$ cat config.mk
export PLATFORM = sky130hd
export DESIGN_NAME = cache_line_arbiter
export DESIGN_NICKNAME = d
export VERILOG_FILES = /design/src/rtl/cache_line_arbiter.sv
export SDC_FILE = /design/constraint.sdc
export NUM_CORES = 1
export LEC_CHECK = 0
export CORE_AREA = 4 4 540 542
export CTS_CLUSTER_DIAMETER = 30
export DETAILED_ROUTE_END_ITERATION = 7
export DIE_AREA = 0 0 544 546
export GPL_ROUTABILITY_DRIVEN = 1
export PLACE_DENSITY = 0.32
export SYNTH_ARGS = -nofsm -noshare
export SYNTH_HDL_FRONTEND = slang
export SYNTH_SLANG_ARGS = --single-unit
$ cat constraint.sdc
create_clock -name clk -period 2.66 [get_ports clk]
set_input_delay 0.532 -clock clk [delete_from_list [all_inputs] [get_ports clk]]
set_output_delay 0.532 -clock clk [all_outputs]
set_load 0.1 [all_outputs]
$ cat src/rtl/cache_line_arbiter.sv
// rtl/cache_line_arbiter.sv - line-granular arbiter sharing one pmem port between I-cache and D-cache
//
// Purpose:
//   Grants one whole cache-line transaction at a time to either the
//   instruction-cache miss path or the data-cache miss/writeback path.
//   The granted request (type, address, write line) is latched at grant time.
//   It is replayed unchanged on the pmem port until pmem_resp arrives.
//   The completion is then routed to the granted requester only.
//
// Configuration:
//   ARB_ROUND_ROBIN_EN  defined   -> round-robin between I and D on collision
//                       undefined -> fixed priority, data cache always wins
//
// Ports:
//   clk, rst_n         clock, asynchronous active-low reset
//   i_read, i_address  instruction line read request (level) and address
//   i_rdata, i_resp    returned line and one-cycle completion to I-cache
//   d_read, d_write    data line read / writeback request (level)
//   d_address, d_wdata data line address and writeback line
//   d_rdata, d_resp    returned line and one-cycle completion to D-cache
//   pmem_read/_write   downstream request, held for the whole transaction
//   pmem_address       downstream line address (latched)
//   pmem_wdata         downstream write line (latched)
//   pmem_rdata         downstream read line
//   pmem_resp          downstream one-cycle completion

module cache_line_arbiter #(
    parameter int ADDR_WIDTH = 32,
    parameter int LINE_WIDTH = 256
) (
    input  logic                  clk,
    input  logic                  rst_n,

    input  logic                  i_read,
    input  logic [ADDR_WIDTH-1:0] i_address,
    output logic [LINE_WIDTH-1:0] i_rdata,
    output logic                  i_resp,

    input  logic                  d_read,
    input  logic                  d_write,
    input  logic [ADDR_WIDTH-1:0] d_address,
    input  logic [LINE_WIDTH-1:0] d_wdata,
    output logic [LINE_WIDTH-1:0] d_rdata,
    output logic                  d_resp,

    output logic                  pmem_read,
    output logic                  pmem_write,
    output logic [ADDR_WIDTH-1:0] pmem_address,
    output logic [LINE_WIDTH-1:0] pmem_wdata,
    input  logic [LINE_WIDTH-1:0] pmem_rdata,
    input  logic                  pmem_resp
);

    typedef enum logic [1:0] {
        ST_IDLE    = 2'd0,
        ST_SERVE_I = 2'd1,
        ST_SERVE_D = 2'd2
    } state_t;

    state_t                  r_state;
    state_t                  w_next_state;

    logic [ADDR_WIDTH-1:0]   r_addr;
    logic [LINE_WIDTH-1:0]   r_wdata;
    logic                    r_is_write;

    logic                    w_i_req;
    logic                    w_d_req;
    logic                    w_grant_i;
    logic                    w_grant_d;
    logic                    w_done;

    // A data request is either a line fill or a writeback; read+write together
    // is resolved as a writeback when the type is latched.
    assign w_i_req = i_read;
    assign w_d_req = d_read | d_write;

    // Completion of the in-flight transaction. pmem_resp outside a
    // transaction is deliberately ignored.
    assign w_done = (r_state != ST_IDLE) & pmem_resp;

`ifdef ARB_ROUND_ROBIN_EN
    // 1: instruction side wins the next collision, 0: data side wins.
    logic r_favour_i;

    assign w_grant_d = w_d_req & (~w_i_req | ~r_favour_i);

    always_ff @(posedge clk or negedge rst_n) begin
        if (!rst_n) begin
            r_favour_i <= 1'b0;
        end else if (w_done) begin
            // Whoever was just served yields the next collision.
            r_favour_i <= (r_state == ST_SERVE_D);
        end
    end
`else
    assign w_grant_d = w_d_req;
`endif

    assign w_grant_i = w_i_req & ~w_grant_d;

    // State register.
    always_ff @(posedge clk or negedge rst_n) begin
        if (!rst_n) begin
            r_state <= ST_IDLE;
        end else begin
            r_state <= w_next_state;
        end
    end

    // Request latch: captured only on the grant edge so the downstream request
    // stays frozen even if the requester changes its inputs meanwhile.
    always_ff @(posedge clk or negedge rst_n) begin
        if (!rst_n) begin
            r_addr     <= '0;
            r_wdata    <= '0;
            r_is_write <= 1'b0;
        end else if (r_state == ST_IDLE) begin
            if (w_grant_d) begin
                r_addr     <= d_address;
                r_wdata    <= d_wdata;
                r_is_write <= d_write;
            end else if (w_grant_i) begin
                r_addr     <= i_address;
                r_wdata    <= '0;
                r_is_write <= 1'b0;
            end
        end
    end

    // Next-state and transaction outputs. Outputs decode from the state
    // register so an asynchronous reset drops the pmem request at once.
    always_comb begin
        w_next_state = r_state;
        pmem_read    = 1'b0;
        pmem_write   = 1'b0;
        i_resp       = 1'b0;
        d_resp       = 1'b0;

        case (r_state)
            ST_IDLE: begin
                if (w_grant_d) begin
                    w_next_state = ST_SERVE_D;
                end else if (w_grant_i) begin
                    w_next_state = ST_SERVE_I;
                end
            end
            ST_SERVE_I: begin
                pmem_read = 1'b1;
                i_resp    = pmem_resp;
                if (pmem_resp) begin
                    w_next_state = ST_IDLE;
                end
            end
            ST_SERVE_D: begin
                pmem_read  = ~r_is_write;
                pmem_write = r_is_write;
                d_resp     = pmem_resp;
                if (pmem_resp) begin
                    w_next_state = ST_IDLE;
                end
            end
            default: begin
                w_next_state = ST_IDLE;
            end
        endcase
    end

    assign pmem_address = r_addr;
    assign pmem_wdata   = r_wdata;

    // Read data is broadcast; only the resp pulse qualifies it.
    assign i_rdata = pmem_rdata;
    assign d_rdata = pmem_rdata;

endmodule

==> results of run 1 <==
-- metrics by stage --
step,util [%],worst slack [ps],area [um^2],setup TNS [ps],std cells
after floorplan,-,680,14500,0,1243
after global placement,7.36,-107,21100,-107,5118
after detailed placement,7.36,-100,21100,-103,5118
after CTS,8.62,27.2,24700,0,5308
after global routing,8.63,0.813,24700,0,5310
final,8.63,156,24800,0,5317
-- metal layers --
metal  vias to the layer above  share of wire (%)  wire length (um)
li1                       4301                  -                 -
met1                      5007                 35             48000
met2                      1032                 38             51700
met3                       518                 21             28200
met4                         2                6.8              9300
met5                         -             0.0073                10
-- area by class of cell --
cell class                      instances  area, um^2  share of cell area, %
Inverter                                2        7.51                 0.0303
Timing Repair Buffer                  674        6120                   24.7
Sequential cell                       291        7280                   29.4
Tap cell                             3781        4730                   19.1
Multi-Input combinational cell        371        3020                   12.2
Antenna cell                            9        22.5                 0.0909
Clock buffer                          171        3410                   13.8
Clock inverter                         18         170                  0.687
-- where the power goes --
part | total (uW) | internal, uW | leakage (uW) | switching, uW
Sequential | 8150 | 6600 | 0.00361 | 1550
Clock | 12300 | 8660 | 0.00178 | 3690
Combinational | 28600 | 5680 | 0.00441 | 22900
-- state kept, by name, summed over array words and instances, names as in the netlist --
register / flops
r_is_write: 1
pmem_wdata: 256
pmem_address: 32
r_state: 2
-- worst register-to-register path, cell delays in order, from the launching register on --
cell and delay [ps]:
dfrtp_1 400, inv_2 90, ha_1 150, buf_4 190
nor2b_4 240, buf_4 290, buf_4 400, a22o_1 200
-- cells by family after synthesis --
kind of cell | Yosys count | synth area share, %
buffers and inverters | 581 | 28.9
muxes | 32 | 2.21
and+or+nand+nor | 41 | 1.24
adders and majority gates | 3 | 0.260
AOI/OAI and AO/OA | 295 | 17.0
DFF | 291 | 50.3
-- what timing repair did --
item                                   CTS  global route
hold buffers                             1             0
pin swaps                                0             1
setup buffers                            0             0
endpoints found under the hold margin   35             0
resized for setup                        1             6
setup endpoints to repair                1             1
cloned                                   0             0
-- final timing paths --
| check | endpoint | cells after the start |
|---|---|---|
| max | pmem_read | 5 |
| min | pmem_wdata[213] | 2 |
| max reg2reg | pmem_wdata[142] | 7 |
| min reg2reg | pmem_address[12] | 2 |
| max in group asynchronous | pmem_wdata[17] | 4 |
| min in group clk | pmem_wdata[235] | 2 |
-- layout by cell type, fill, tap and decap left out, drive strengths merged, types with 9 or more instances in the layout --
cell type	Yosys	final
a22o	257	257
buf	574	349
clkbuf	5	171
clkdlybuf4s50	0	324
clkinv	0	15
dfrtp	291	291
diode	0	9
mux2i	32	32
nand2	33	33
o21ai	32	32
==> results.ini, run 1 <==
[run_status]
status=finished, final reports clean

[grt]
gr-total-overflow=0
grt_util_met3_pct=8.15
grt_usage_pct=8.89
antenna_found_initial=77
grtUsageMet2_pct=11.9
grt_pass1_vias=11800
met1_usage_pct=9.08
grt-busiest-layer=met2
grt_pass1_wl_um=164000
grt_max_degree=51

[final_layout]
nets=2037
syn2layout_area_growth_pct=71.2
fillers=33200
drive_gt1_share_pct=34.2

[timing]
skew_ps=85.8
finalSetupViolCount=0
period_needed_ps=2500
tightest_slew_ps=708
rsz0062_at_grt=no
hold_viol=0
slew_viol_final=0
hold_slack_ps=206
max_slew_margin_pct=53.1
period_share_pct=94.1
fmax_mhz=399

[detailed_routing]
drt-initial-drc-count=582
ant_nets=0
viasPerCell=2.04
routed_wl_um=137000
vias=10900
wl_per_cell_um=25.8
dr.pass1.iters=4
drc=0

[synth]
ys_types=18
synth_flop_cell=dfrtp_1
synthTopCellsByCount=buf_4 (513), dfrtp_1 (291), a22o_1 (257), buf_2 (61), nand2_1 (33)
synth_edf_count=0
synth_seq_cells=291
avgSynthCellArea_um2=11.6
syn-instance-count=1243
synth_most_common_cell=buf_4
syn-cell-area_mm2=0.0145
synth.yosys.seq_area_share_pct=50.3
post-synth-top-area-cell=dfrtp_1
async_flop_share_pct=100
ys_top_cells_by_area=dfrtp_1 (50%), buf_4 (27%), a22o_1 (16%)
synth_nets=1828
yosys.area.top_type_share_pct=50.3
ys.warnings.count=0

[cts]
cts_buffers=112
clockBufferDepth=4
ctsHtreeMaxLevel=3
tritoncts=built
insertion_delay_ps=830
clock_sinks=291
path_clk_slew_ps=40
cts_root_buf=clkbuf_16

[setup_path]
slowest_stage=dfrtp_1
critPathKind=flop to output pin
crit_chain=inv_2, ha_4, nor2b_2, o21a_1, buf_12
r2r_start=r_state[0]
path_delay_family=flip-flops
worstSetupEndpointType=output pin
max_stage_delay_ps=380
critPathLaunch=r_state[0]
reg2reg_slack_ps=580
critical_path_required_ps=2130
path_max_fanout=3
start_kind=flop
cp.arrival_ps=1970
cp_num_buf_inv=2

[pwr]
finalPower_uw=49100
power_density_mw_per_mm2=1980
peakVddDrop_uv=655
total_leakage_power_uw=0.00980

[placed_design]
io_buffers=617
dp_hpwl_um=120000
gp_congestion=0.716

[floorplanning]
fp-row-count=197
die_area_mm2=0.297
core_area_mm2=0.287
initial_utilization_pct=5.04
ios=1386
die_h_um=546
die_w_um=544

[worst_hold_path]
hp-class=input port to asynchronous set/reset pin

[job]
maxCapViolations=0

No activity file was read; power rests on OpenSTA's default activity.
==> run 2, diff against run 1 <==
Settings changed: PLACE_DENSITY 0.32 to not set, PLACE_DENSITY_LB_ADDON set to 0.1.
Clock period 2.66 ns to 3.1 ns, I/O delays scaled along.
==> run 2 against run 1 <==
First-iteration DRC count decreased by 36%. Core utilization up 0.12 points. Via count decreased by 6.1%. Critical path depth down 1. Global-route usage fell by 3.3 points. Setup slack better by 150 ps. Final cell count is 0.30% higher. Count of clock-buffer cells in the layout grew 34. Routed wire length shrank 37%. Non-clock buffer count down 28. Critical path type unchanged. Critical endpoint is now pmem_write. Highest routed layer unchanged.
==> results.ini, run 2 (synthesized netlist as in run 1, its figures left out) <==
[setup_path]
start_kind=flop  ; unchanged
r2r_end=pmem_wdata[43]  ; was pmem_wdata[142]
worstSetupEndpointType=output pin  ; unchanged
cp_num_buf_inv=2  ; unchanged
path_max_fanout=3  ; unchanged
reg2reg_slack_ps=1010  ; was 580 ps
cp.arrival_ps=2180  ; was 1970 ps
path_depth=4  ; was 5
path_delay_family=buffers and inverters  ; was flip-flops
critical_path_required_ps=2480  ; was 2130 ps
crit_chain=inv_1, ha_1, and2_1, buf_4  ; was inv_2, ha_4, nor2b_2, o21a_1, buf_12
max_stage_delay_ps=390  ; was 380 ps
r2r_start=r_state[0]  ; unchanged
critPathKind=flop to output pin  ; unchanged
slowest_stage=dfrtp_1  ; unchanged
worst-r2r-cell-count=5  ; was 7

[detailed_routing]
dr.pass1.iters=6  ; was 4
wl_per_cell_um=16.1  ; was 25.8 um
ant_nets=0  ; unchanged
viasPerCell=1.91  ; was 2.04
vias=10200  ; was 10900
drc=0  ; unchanged
routed_wl_um=86000  ; was 137000 um
drt-initial-drc-count=371  ; was 582

[timing]
period_share_pct=90.3
tns_ps=0  ; unchanged
period_needed_ps=2800
slew_viol_final=0  ; unchanged
fmax_mhz=357
skew_ps=47.6  ; was 85.8 ps
finalSetupViolCount=0  ; unchanged
hold_viol=0  ; unchanged
rsz0062_at_grt=no  ; unchanged
tightest_slew_ps=972  ; was 708 ps
max_slew_margin_pct=35.2  ; was 53.1%

[cts]
ctsHtreeMaxLevel=3  ; unchanged
cts_root_buf=clkbuf_16  ; unchanged
cts_buffers=125  ; was 112
cts_setup_buffers=0  ; unchanged
tritoncts=built  ; unchanged
insertion_delay_ps=810  ; was 830 ps
clock_sinks=291  ; unchanged
path_clk_slew_ps=40  ; about the same
clockBufferDepth=4  ; unchanged

[placed_design]
dp_cells=5090  ; was 5118
dp_hpwl_um=68500  ; was 120000 um
io_buffers=617  ; unchanged
gp_congestion=0.693  ; was 0.716

[grt]
grt_pass1_wl_um=111000  ; was 164000 um
antenna_found_initial=44  ; was 77
gr-total-overflow=0  ; unchanged
grt_max_degree=121  ; was 51
grt_pass1_vias=11700  ; was 11800
grt_usage_pct=5.56  ; was 8.89%

[floorplanning]
core_area_mm2=0.287  ; unchanged
fp-row-count=197  ; unchanged
ios=1386  ; unchanged
initial_utilization_pct=5.04  ; unchanged
die_area_mm2=0.297  ; unchanged
die_w_um=544  ; unchanged
die_h_um=546  ; unchanged

[final_layout]
final_cell_mix=clkdlybuf4s50_1 (324), buf_4 (308), dfrtp_1 (291)  ; was buf_4 (325), clkdlybuf4s50_1 (324), dfrtp_1 (291)
stdcell_count=5333  ; was 5317
nets=2022  ; was 2037
drive_gt1_share_pct=34.1  ; was 34.2%
syn2layout_area_growth_pct=73.5  ; was 71.2%
utilization_pct=8.75  ; was 8.63%
largest_register_ffs=256  ; unchanged
layout_commonest_cell=clkdlybuf4s50_1  ; was buf_4
fillers=33200  ; about the same

[job]
maxCapViolations=0  ; unchanged

[worst_hold_path]
holdPathStages=2
hp-class=input port to flop  ; was input port to asynchronous set/reset pin
min-delay-start=d_wdata[123]
min_to=pmem_wdata[123]

[run_status]
status=finished, final reports clean  ; unchanged

run 2: cell types whose count changed in the layout (fill, tap and decap cells not counted), moves of 3 or more:
cell       change
buf_4         -17
buf_12         -8
clkbuf_16     +13
buf_2          -3
clkbuf_1       +5
diode_2        +6
clkbuf_8      +16
run 2: layer usage:
metal / routed length (um) / track usage [%] / vias up
li1: - / - / 4293
met1: 26300 / 4.81 / 4763
met2: 38600 / 8.66 / 790
met3: 15800 / 4.57 / 344
met4: 5180 / 3.69 / 6
met5: 41 / 0 / -
run 2: per-stage QoR:
| step | area, um^2 | worst slack, ps | hold slack, ps |
|---|---|---|---|
| after CTS | 25100 | 64.1 | 279 |
| final | 25100 | 301 | 411 |
| after global placement | 20800 | 503 | 472 |
| after detailed placement | 20800 | 479 | 477 |
| after floorplan | 14500 | 1030 | 324 |
| after global routing | 25100 | 58.5 | 334 |
run 2: final cells by class:
| type | instances | area, um^2 | share of cell area (%) |
|---|---|---|---|
| flip-flops and latches | 291 | 7280 | 29.0 |
| repair buffers | 646 | 5820 | 23.2 |
| well taps | 3781 | 4730 | 18.8 |
| clock buffers | 205 | 3970 | 15.8 |
| multi-input cells | 371 | 3010 | 12.0 |
| clock inverters | 22 | 246 | 0.982 |
| diodes | 15 | 37.5 | 0.150 |
| inverters | 2 | 7.51 | 0.0299 |
run 2: what timing repair did:
action                     4_1_cts  5_1_grt
hold buffers                     1        0
hold endpoints to repair        56        0
setup endpoints to repair        1        0
gates resized for setup          1        0
run 2: worst reg2reg max path, stage by stage (launching register included):
cell and delay [ps]:
dfrtp_1 390, inv_1 90, ha_1 300, nor2b_4 270
buf_12 330, a22o_1 620
run 2: worst max-delay path by stage:
stage	slack [ps]	to	from
after floorplan	1030	pmem_read	r_state[0]
after global placement	500	pmem_address[26]	d_write
after detailed placement	480	pmem_wdata[14]	d_write
after CTS	60	pmem_write	r_state[0]
after global routing	60	pmem_write	r_state[0]
final	300	pmem_write	r_state[0]
Power of run 2 is left out: the tool's default activity adds up to more than one toggle a clock period on the data nets, which glitch-free logic cannot reach.
